<file path="config.mk">
export PLATFORM = sky130hd
export DESIGN_NAME = req_encoder8to3
export DESIGN_NICKNAME = d
export VERILOG_FILES = /design/src/rtl/req_encoder8to3.sv
export SDC_FILE = /design/constraint.sdc
export NUM_CORES = 1
export LEC_CHECK = 0
export ABC_AREA = 1
export ABC_CLOCK_PERIOD_IN_PS = 1800
export CAP_MARGIN = 30
export CORE_ASPECT_RATIO = 1.1
export CORE_MARGIN = 2
export CORE_UTILIZATION = 35
export CTS_BUF_LIST = sky130_fd_sc_hd__clkbuf_16
export CTS_CLUSTER_SIZE = 28
export DETAILED_ROUTE_END_ITERATION = 10
export GPL_TIMING_DRIVEN = 0
export MAX_ROUTING_LAYER = met4
export PLACE_DENSITY_LB_ADDON = 0.25
export SYNTH_ARGS = -nofsm -noshare
export SYNTH_HDL_FRONTEND = slang
export SYNTH_SLANG_ARGS = --single-unit
</file>
<file path="constraint.sdc">
create_clock -name clk -period 1.8 [get_ports clk]
set_input_delay 0.45 -clock clk [delete_from_list [all_inputs] [get_ports clk]]
set_output_delay 0.45 -clock clk [all_outputs]
set_load 0.005 [all_outputs]
</file>
<file path="src/rtl/req_encoder8to3.sv">
// Request encoder: captures multi-hot requests into a pending set and presents
// one granted index at a time on a registered code/valid handshake.
module req_encoder8to3 #(
  parameter bit LOW_FIRST = 1'b1
) (
  input  logic       clk,
  input  logic       rst_n,
  input  logic       en,
  input  logic [7:0] req,
  input  logic       ready,
  output logic [2:0] code,
  output logic       valid,
  output logic [7:0] pending,
  output logic       merged
);

  logic [2:0] code_q,    code_d;
  logic       valid_q,   valid_d;
  logic [7:0] pending_q, pending_d;
  logic       merged_q,  merged_d;

  logic [7:0] new_req;
  logic [7:0] cand;
  logic       slot_free;
  logic [2:0] grant_idx;
  logic [7:0] grant_oh;

  // Later loop iterations override earlier ones, so the scan direction sets priority.
  function automatic logic [2:0] pri(input logic [7:0] v);
    logic [2:0] idx;
    idx = 3'd0;
    if (LOW_FIRST) begin
      for (int i = 7; i >= 0; i--) begin
        if (v[i]) idx = 3'(i);
      end
    end else begin
      for (int i = 0; i < 8; i++) begin
        if (v[i]) idx = 3'(i);
      end
    end
    return idx;
  endfunction

  always_comb begin
    new_req   = en ? req : 8'h00;
    cand      = pending_q | new_req;
    slot_free = !valid_q || ready;
    grant_idx = pri(cand);
    grant_oh  = 8'h01 << grant_idx;

    code_d    = code_q;
    valid_d   = valid_q;
    pending_d = cand;
    merged_d  = |(new_req & pending_q);

    if (slot_free) begin
      if (|cand) begin
        code_d    = grant_idx;
        valid_d   = 1'b1;
        pending_d = cand & ~grant_oh;
      end else begin
        valid_d   = 1'b0;
        pending_d = 8'h00;
      end
    end
  end

  always_ff @(posedge clk or negedge rst_n) begin
    if (!rst_n) begin
      code_q    <= 3'd0;
      valid_q   <= 1'b0;
      pending_q <= 8'h00;
      merged_q  <= 1'b0;
    end else begin
      code_q    <= code_d;
      valid_q   <= valid_d;
      pending_q <= pending_d;
      merged_q  <= merged_d;
    end
  end

  assign code    = code_q;
  assign valid   = valid_q;
  assign pending = pending_q;
  assign merged  = merged_q;

endmodule

</file>
* Word-level counts from Yosys, hierarchy flattened *
Index checks and enable logic that the tools add are counted.

word-level totals
  bits in registers = 13
  bits in latches = 0
  RAM bits = 0
  memory bits (read-only) = 0
  word-level logic and storage cells = 26
  memories = 0

operators by class
  add/subtract/negate cells = 0
  multiply operators = 0
  div/mod/pow operators = 0
  magnitude comparators = 0
  eq/ne operators = 0
  shifts and indexed selects = 1
  mux-type cells = 12
  bitwise gates (word level) = 4
  reduce and logical (&&, ||, !) cells = 5

operators by type and width
  cell                 number
  $mux 3               8
  $mux 8               3
  $and 8x8->8          2
  $reduce_or 8->1      2
  $not 8->8            1
  $or 8x8->8           1
  $shl 1x3->8 const A  1
  $reduce_and 2->1     1
  $logic_not 1->1      1
  $logic_or 1x1->1     1
  $mux 1               1

* Longest topological paths before layout *
Gate-level depths: netlist of run 1.

  word-level depth = 15
  depth in mapped cells = 12
  mapped depth without buffers = 11

* Least setup slack after synthesis of run 1 *
Ideal clock, no wire load.

  kind = input -> register
  start point = in en
  end point = reg pending_q[4] (netlist: pending[4])
  data arrival time = 1268 ps
  required time = 1678 ps
  path slack = 409 ps
  stages = 9
  path buffers = 1
  cell sequence = buf_6 nand2_1 nand2_1 nor2_4 nand2_2 nor2_2 inv_1 a21oi_1 a21oi_1

on the way
  word-level cells in the longest chain between the ends = 15
  elaborated cells on any way between the ends = 16
  classes of those cells = shift: 1; mux: 11; bitwise: 3; reduce/logical: 1

RTL lines
  element               RTL line  text
  start, declared       8         input logic en,
  $mux 8 *              45        new_req = en ? req : 8'h00;
  $or 8x8->8 *          46        cand = pending_q | new_req;
  $mux 3 (8 in series)  34        if (v[i]) idx = 3'(i);
  $shl 1x3->8           49        grant_oh = 8'h01 << grant_idx;
  $not 8->8             60        pending_d = cand & ~grant_oh;
  $and 8x8->8           60
  $mux 8                57        if (|cand) begin
  $mux 8 *              56        if (slot_free) begin
  via pending_d[4]      19        logic [7:0] pending_q, pending_d;
  end signal, assigned  77        pending_q <= pending_d;
  end, declared         19

The timed path passes the listed nets; every way through them passes the cells marked *.
A chain may end at the register's enable or synchronous reset.

* Worst setup path after layout of run 1 *
  start point = in req[1]
  end point = reg pending_q[4] (netlist: pending[4])

on the way
  word-level cells in the longest chain between the ends = 9
  elaborated cells on any way between the ends = 10
  classes of those cells = shift: 1; mux: 5; bitwise: 3; reduce/logical: 1

RTL lines
  element               RTL line  text
  start, declared       9         input logic [7:0] req,
  $mux 8 *              45
  $or 8x8->8 *          46
  $mux 3 (2 in series)  34
  $shl 1x3->8           49
  $not 8->8             60
  $and 8x8->8           60
  $mux 8 *              57
  $mux 8 *              56
  via pending_d[4]      19

Marked as above.

==> impl_metrics.json, run 1 <==
{
  "final_core_util_pct": 56.0,
  "status": "complete, no violations",
  "dp_hpwl_um": 1310,
  "period_share_pct": 93.8,
  "fp.dieW_um": 47.8,
  "p_total_uw": 1100,
  "postCtsHoldBufs": 0,
  "critPathMaxFanout": 4,
  "cts_sinks": 13,
  "fin_crit_ps": 1690,
  "diodes": 0,
  "cts_tree": "done",
  "arrival_ps": 1810,
  "combPwrFrac_pct": 28.6,
  "drv_slew": 0,
  "r2r-start": "pending[1]",
  "slew_headroom_pct": 59.6,
  "first_pass_iters": 4,
  "ant_nets": 0,
  "switching_power_uw": 310,
  "cap_violations": 0,
  "setup_viol": 0,
  "critPathSlowestCell": "clkdlybuf4s50_1",
  "worst_pin_slew_ps": 604,
  "post-route-drc-count": 0,
  "track_usage_pct": 18.3,
  "area_delta_synth_final_pct": 51.4,
  "ys_types": 22,
  "htree_levels": 1,
  "swShare_pct": 28.2,
  "initial_utilization_pct": 37.0,
  "worstPathRequired_ps": 1920,
  "cp_top_family": "buffers and inverters",
  "core-area_um2": 2000,
  "antenna_found_initial": 0,
  "rows": 17,
  "ys_seq_elements": 13,
  "netlist_area_um2": 739,
  "die_area_um2": 2500,
  "clk_latency_ps": 240,
  "slowest_delay_ps": 440,
  "postSynthCellCount": 95,
  "avgSynthCellArea_um2": 7.78,
  "p_leak_uw": 0.000512,
  "gp_congestion": 0.876,
  "pwr_density_cell_nw_per_um2": 979,
  "synth_area_leader_cell": "dfrtp_1",
  "drive_gt1_share_pct": 20.0,
  "cts-root-buf": "clkbuf_16",
  "numPortBuffers": 24,
  "die_h_um": 52.2,
  "viasPerCell": 4.65,
  "critPathLaunchType": "primary input",
  "hold_violations": 0,
  "end_kind": "register",
  "dr_total_vias": 712,
  "nets": 138,
  "critPathKind": "in2reg",
  "power_frac_seq_pct": 33.6,
  "rsz0062_at_grt": "no",
  "finClkSkew_ps": 2.15,
  "grt_max_degree": 14,
  "cts_max_path_buffers": 2,
  "hold_path.startpoint": "code[2]",
  "ios": 25,
  "drt-total-wl_um": 1780,
  "final_cell_mix": "nand2_1, clkdlybuf4s50_1, inv_1, dfrtp_1, nand2_2",
  "clock.fmax_mhz": 592,
  "cp_num_buf_inv": 3,
  "synth_warnings": 0,
  "wl_per_cell_um": 11.6,
  "path_clk_slew_ps": 40,
  "yosysSeqAreaShare_pct": 44.0,
  "crit_chain": "clkdlybuf4s50_1 > a21oi_2 > nand2_1 > inv_1 > nand2_2 > nor2_2 > inv_1 > a21oi_1 > a21oi_1",
  "dr.first_iter.drc_count": 9,
  "synth_top_cell_area_share_pct": 44.0,
  "clockPowerShare_pct": 37.7,
  "synthesis.nets": 107,
  "grt_pass1_wl_um": 3100,
  "p_int_uw": 787,
  "numCtsBuffers": 3,
  "grt_pass1_vias": 713,
  "grt.overflow.total": 0,
  "hp-class": "reg2reg",
  "cp-startpoint": "req[1]",
  "vdd_ir_drop_max_v": 0.000600,
  "yosys-top-cells-area": "dfrtp_1, nand2_1, inv_1"
}
## through the flow
stage               hold slack (ps)  worst slack (ps)  cell area, um^2  TNS, ps  std cells
global route                    536              5.97             1120        0        153
finish                          501               112             1120        0        153
detailed placement              480              -286             1010    -2480        147
floorplan                       154               409              739        0         95
global placement                478              -250             1010    -2170        147
CTS                             506              38.9             1100        0        153
## layer usage
metal  vias up  GRT usage, %  share of wire [%]
met2        15          28.7                 50
met3         5          3.79                4.1
met4         0          8.11                2.2
li1        363             -                  -
met5         -             -                  0
met1       329          22.1                 44
## flip-flops by register name, indices dropped and copies added, names as in the netlist
name and cells:
merged 1, valid 1, pending 8, code 3
## worst reg2reg max path, cell delays in order, from the launching register on
cell and delay [ps]:
dfrtp_1 400, a21oi_2 200, nand2_1 80, inv_1 120, nand2_2 100, nor2_2 140
inv_1 70, a21oi_1 120, a21oi_1 80
## worst paths after layout
check / cells after the start / slack [ps] / endpoint
max: 9 / 110 / pending[4]
min: 2 / 500 / code[2]
max reg2reg: 8 / 390 / pending[4]
min reg2reg: 2 / 500 / code[2]
max in group asynchronous: 1 / 820 / pending[6]
min in group asynchronous: 1 / 590 / pending[0]
## Yosys cell counts
library cell  number
nand3_1            6
a21oi_2            2
nand4_1            1
o21ai_2            1
o22ai_1            1
o21bai_1           1
o2111ai_1          1
buf_6              1
o21ai_1            1
a21oi_4            1
o21ai_0            4
dfrtp_1           13
nor2_2             2
a21oi_1            5
nor2_4             1
inv_1             15
nand2_2            8
or3_1              1
nor2_1             4
inv_2              2
a31oi_1            1
nand2_1           23
## power groups by stage
| stage | clock (uW) | combinational (uW) | sequential (uW) |
|---|---|---|---|
| 6_report | 414 | 314 | 369 |
| 5_1_grt | 431 | 352 | 374 |
| 3_3_place_gp | 0 | 300 | 370 |
| 3_5_place_dp | 0 | 305 | 372 |
| 2_1_floorplan | 0 | 148 | 375 |
| 4_1_cts | 422 | 313 | 367 |
## kinds of logic (layout without fill, tap and decap cells)
group	after synthesis	count (layout)	synth area share (%)
and+or+nand+nor	46	46	29.4
AOI/OAI and AO/OA	18	18	16.4
buffers and inverters	18	48	10.2
DFF	13	13	44.0
## repair_timing
| item | 4_1_cts | 5_1_grt |
|---|---|---|
| buffers inserted | 1 | 0 |
| gates resized for setup | 1 | 5 |
| setup endpoints to repair | 4 | 8 |
| pin swaps | 0 | 2 |
| gates cloned | 1 | 0 |
## cell type report
class,instances,area (um^2)
buffer,1,11.3
clock buffer,3,75.1
clock inverter,1,3.75
fill,203,880
inverter,17,63.8
multi-input combinational,64,358
sequential,13,325
tap,28,35.0
timing repair buffer,26,248
No activity file was read; power rests on OpenSTA's default activity.
==> run 2: changes to the inputs <==
--- a/config.mk
+++ b/config.mk
@@ -16,7 +16,7 @@
 export DETAILED_ROUTE_END_ITERATION = 10
 export GPL_TIMING_DRIVEN = 0
 export MAX_ROUTING_LAYER = met4
-export PLACE_DENSITY_LB_ADDON = 0.25
+export PLACE_DENSITY = 0.75
 export SYNTH_ARGS = -nofsm -noshare
 export SYNTH_HDL_FRONTEND = slang
 export SYNTH_SLANG_ARGS = --single-unit
==> impl_metrics.json, run 2 (synthesized netlist as in run 1, its figures left out) <==
{
  "status": "complete, no violations",
  "hp-class": "reg2reg",
  "clk_latency_ps": 240,
  "ant_nets": 0,
  "rsz0062_at_grt": "yes",
  "cts_max_path_buffers": 2,
  "end_kind": "register",
  "grt_pass1_wl_um": 2770,
  "area_delta_synth_final_pct": 51.8,
  "instances_no_fill": 152,
  "grt_max_degree": 14,
  "n_fill_cell": 190,
  "critPathLaunchType": "primary input",
  "grt.met2_usage_pct": 31.3,
  "track_usage_pct": 16.8,
  "use_met3_pct": 3.10,
  "largest_reg_flops": 8,
  "vdd_ir_drop_max_v": 0.000429,
  "drive_gt1_share_pct": 19.4,
  "use_met1_pct": 14.8,
  "cts_sinks": 13,
  "whs_ps": 500,
  "diodes": 0,
  "initial_utilization_pct": 37.0,
  "critPathMaxFanout": 5,
  "hold_violations": 0,
  "switching_power_uw": 310,
  "htree_levels": 1,
  "arrival_ps": 1810,
  "dr.first_iter.drc_count": 6,
  "combPwrFrac_pct": 28.9,
  "p_int_uw": 787,
  "rows": 17,
  "p_leak_uw": 0.000509,
  "p_total_uw": 1100,
  "setup_viol": 0,
  "antenna_found_initial": 0,
  "post-route-drc-count": 0,
  "drv_slew": 0,
  "die_h_um": 52.2,
  "die_area_um2": 2500,
  "ios": 25,
  "numPortBuffers": 24,
  "worstPathRequired_ps": 1920,
  "final_cell_mix": "nand2_1, clkdlybuf4s50_1, inv_1, dfrtp_1, nand2_2",
  "dp_hpwl_um": 1360,
  "wl_per_cell_um": 12.4,
  "swShare_pct": 28.2,
  "critPathKind": "in2reg",
  "path_clk_slew_ps": 40,
  "dr_total_vias": 727,
  "place_ws_ps": -272,
  "cts-root-buf": "clkbuf_16",
  "numCtsBuffers": 3,
  "finClkSkew_ps": 0.682,
  "worst_pin_slew_ps": 613,
  "fin_crit_ps": 1690,
  "fp.dieW_um": 47.8,
  "core-area_um2": 2000,
  "gp_congestion": 0.782,
  "pwr_density_cell_nw_per_um2": 977,
  "power_frac_seq_pct": 33.6,
  "grt.overflow.total": 0,
  "clockPowerShare_pct": 37.4,
  "nets": 137,
  "layout_setup_ws_ps": 109,
  "cts_tree": "done",
  "cap_violations": 0,
  "first_pass_iters": 4,
  "postCtsHoldBufs": 0,
  "dpl.cell_count": 147,
  "clock.fmax_mhz": 591,
  "viasPerCell": 4.78,
  "slew_headroom_pct": 59.0,
  "drt-total-wl_um": 1890,
  "grt_pass1_vias": 701,
  "top_usage_layer": "met2",
  "r2r_slack_ps": 390,
  "period_share_pct": 94.0
}
-- run 2: power by group through the flow --
stage | clock [uW] | combinational [uW] | sequential (uW)
3_3_place_gp | 0 | 296 | 370
4_1_cts | 412 | 313 | 368
6_report | 410 | 318 | 369
3_5_place_dp | 0 | 302 | 371
2_1_floorplan | 0 | 148 | 375
5_1_grt | 428 | 351 | 375
-- run 2: timing repair --
item / CTS / global route
endpoints found under the hold margin: 0 / 0
pin swaps: 0 / 2
buffers inserted: 1 / 0
gates resized for setup: 1 / 4
endpoints found under the setup margin: 7 / 8
-- run 2: worst paths after layout --
path / from / to / depth (start not counted)
max: req[0] / pending[4] / 9
min: code[0] / code[0] / 2
max reg2reg: pending[1] / pending[4] / 8
min reg2reg: code[0] / code[0] / 2
max in group asynchronous: rst_n / merged / 1
min in group asynchronous: rst_n / pending[5] / 1
-- run 2: area by class of cell --
class / instances / area [um^2] / area share [%]
Buffer: 1 / 11.3 / 1.00
Clock buffer: 3 / 75.1 / 6.69
Clock inverter: 1 / 3.75 / 0.334
Inverter: 17 / 63.8 / 5.69
Multi-Input combinational cell: 64 / 362 / 32.2
Sequential cell: 13 / 325 / 29.0
Tap cell: 28 / 35.0 / 3.12
Timing Repair Buffer: 25 / 246 / 22.0
-- run 2: stage by stage --
stage	util (%)	cell area (um^2)	TNS [ps]
floorplan	-	739	0
global placement	50.8	1010	-2120
detailed placement	50.8	1010	-2530
CTS	55.0	1100	0
global route	56.1	1120	-1.71
finish	56.1	1120	0
-- run 2: per-layer routing --
metal  up-vias  part of all wire [%]  routed length (um)
met3         4                   3.0                  56
li1        360                     -                   -
met1       340                    39                 737
met5         -                     0                   0
met2        23                    56                1050
met4         0                   2.1                  40
-- run 2: critical path, stage by stage --
cell	delay (ps)
clkdlybuf4s50_1	460
a21oi_4	200
nand2_1	70
inv_1	120
nand2_2	100
nor2_2	140
inv_1	70
a21oi_1	120
a21oi_1	80
==> run 3: changes to the inputs <==
--- a/config.mk
+++ b/config.mk
@@ -12,7 +12,7 @@
 export CORE_MARGIN = 2
 export CORE_UTILIZATION = 35
 export CTS_BUF_LIST = sky130_fd_sc_hd__clkbuf_16
-export CTS_CLUSTER_SIZE = 28
+export CTS_CLUSTER_SIZE = 20
 export DETAILED_ROUTE_END_ITERATION = 10
 export GPL_TIMING_DRIVEN = 0
 export MAX_ROUTING_LAYER = met4
==> results of run 3 <==
The final DEF is identical to that of run 2; final timing and power are the same.
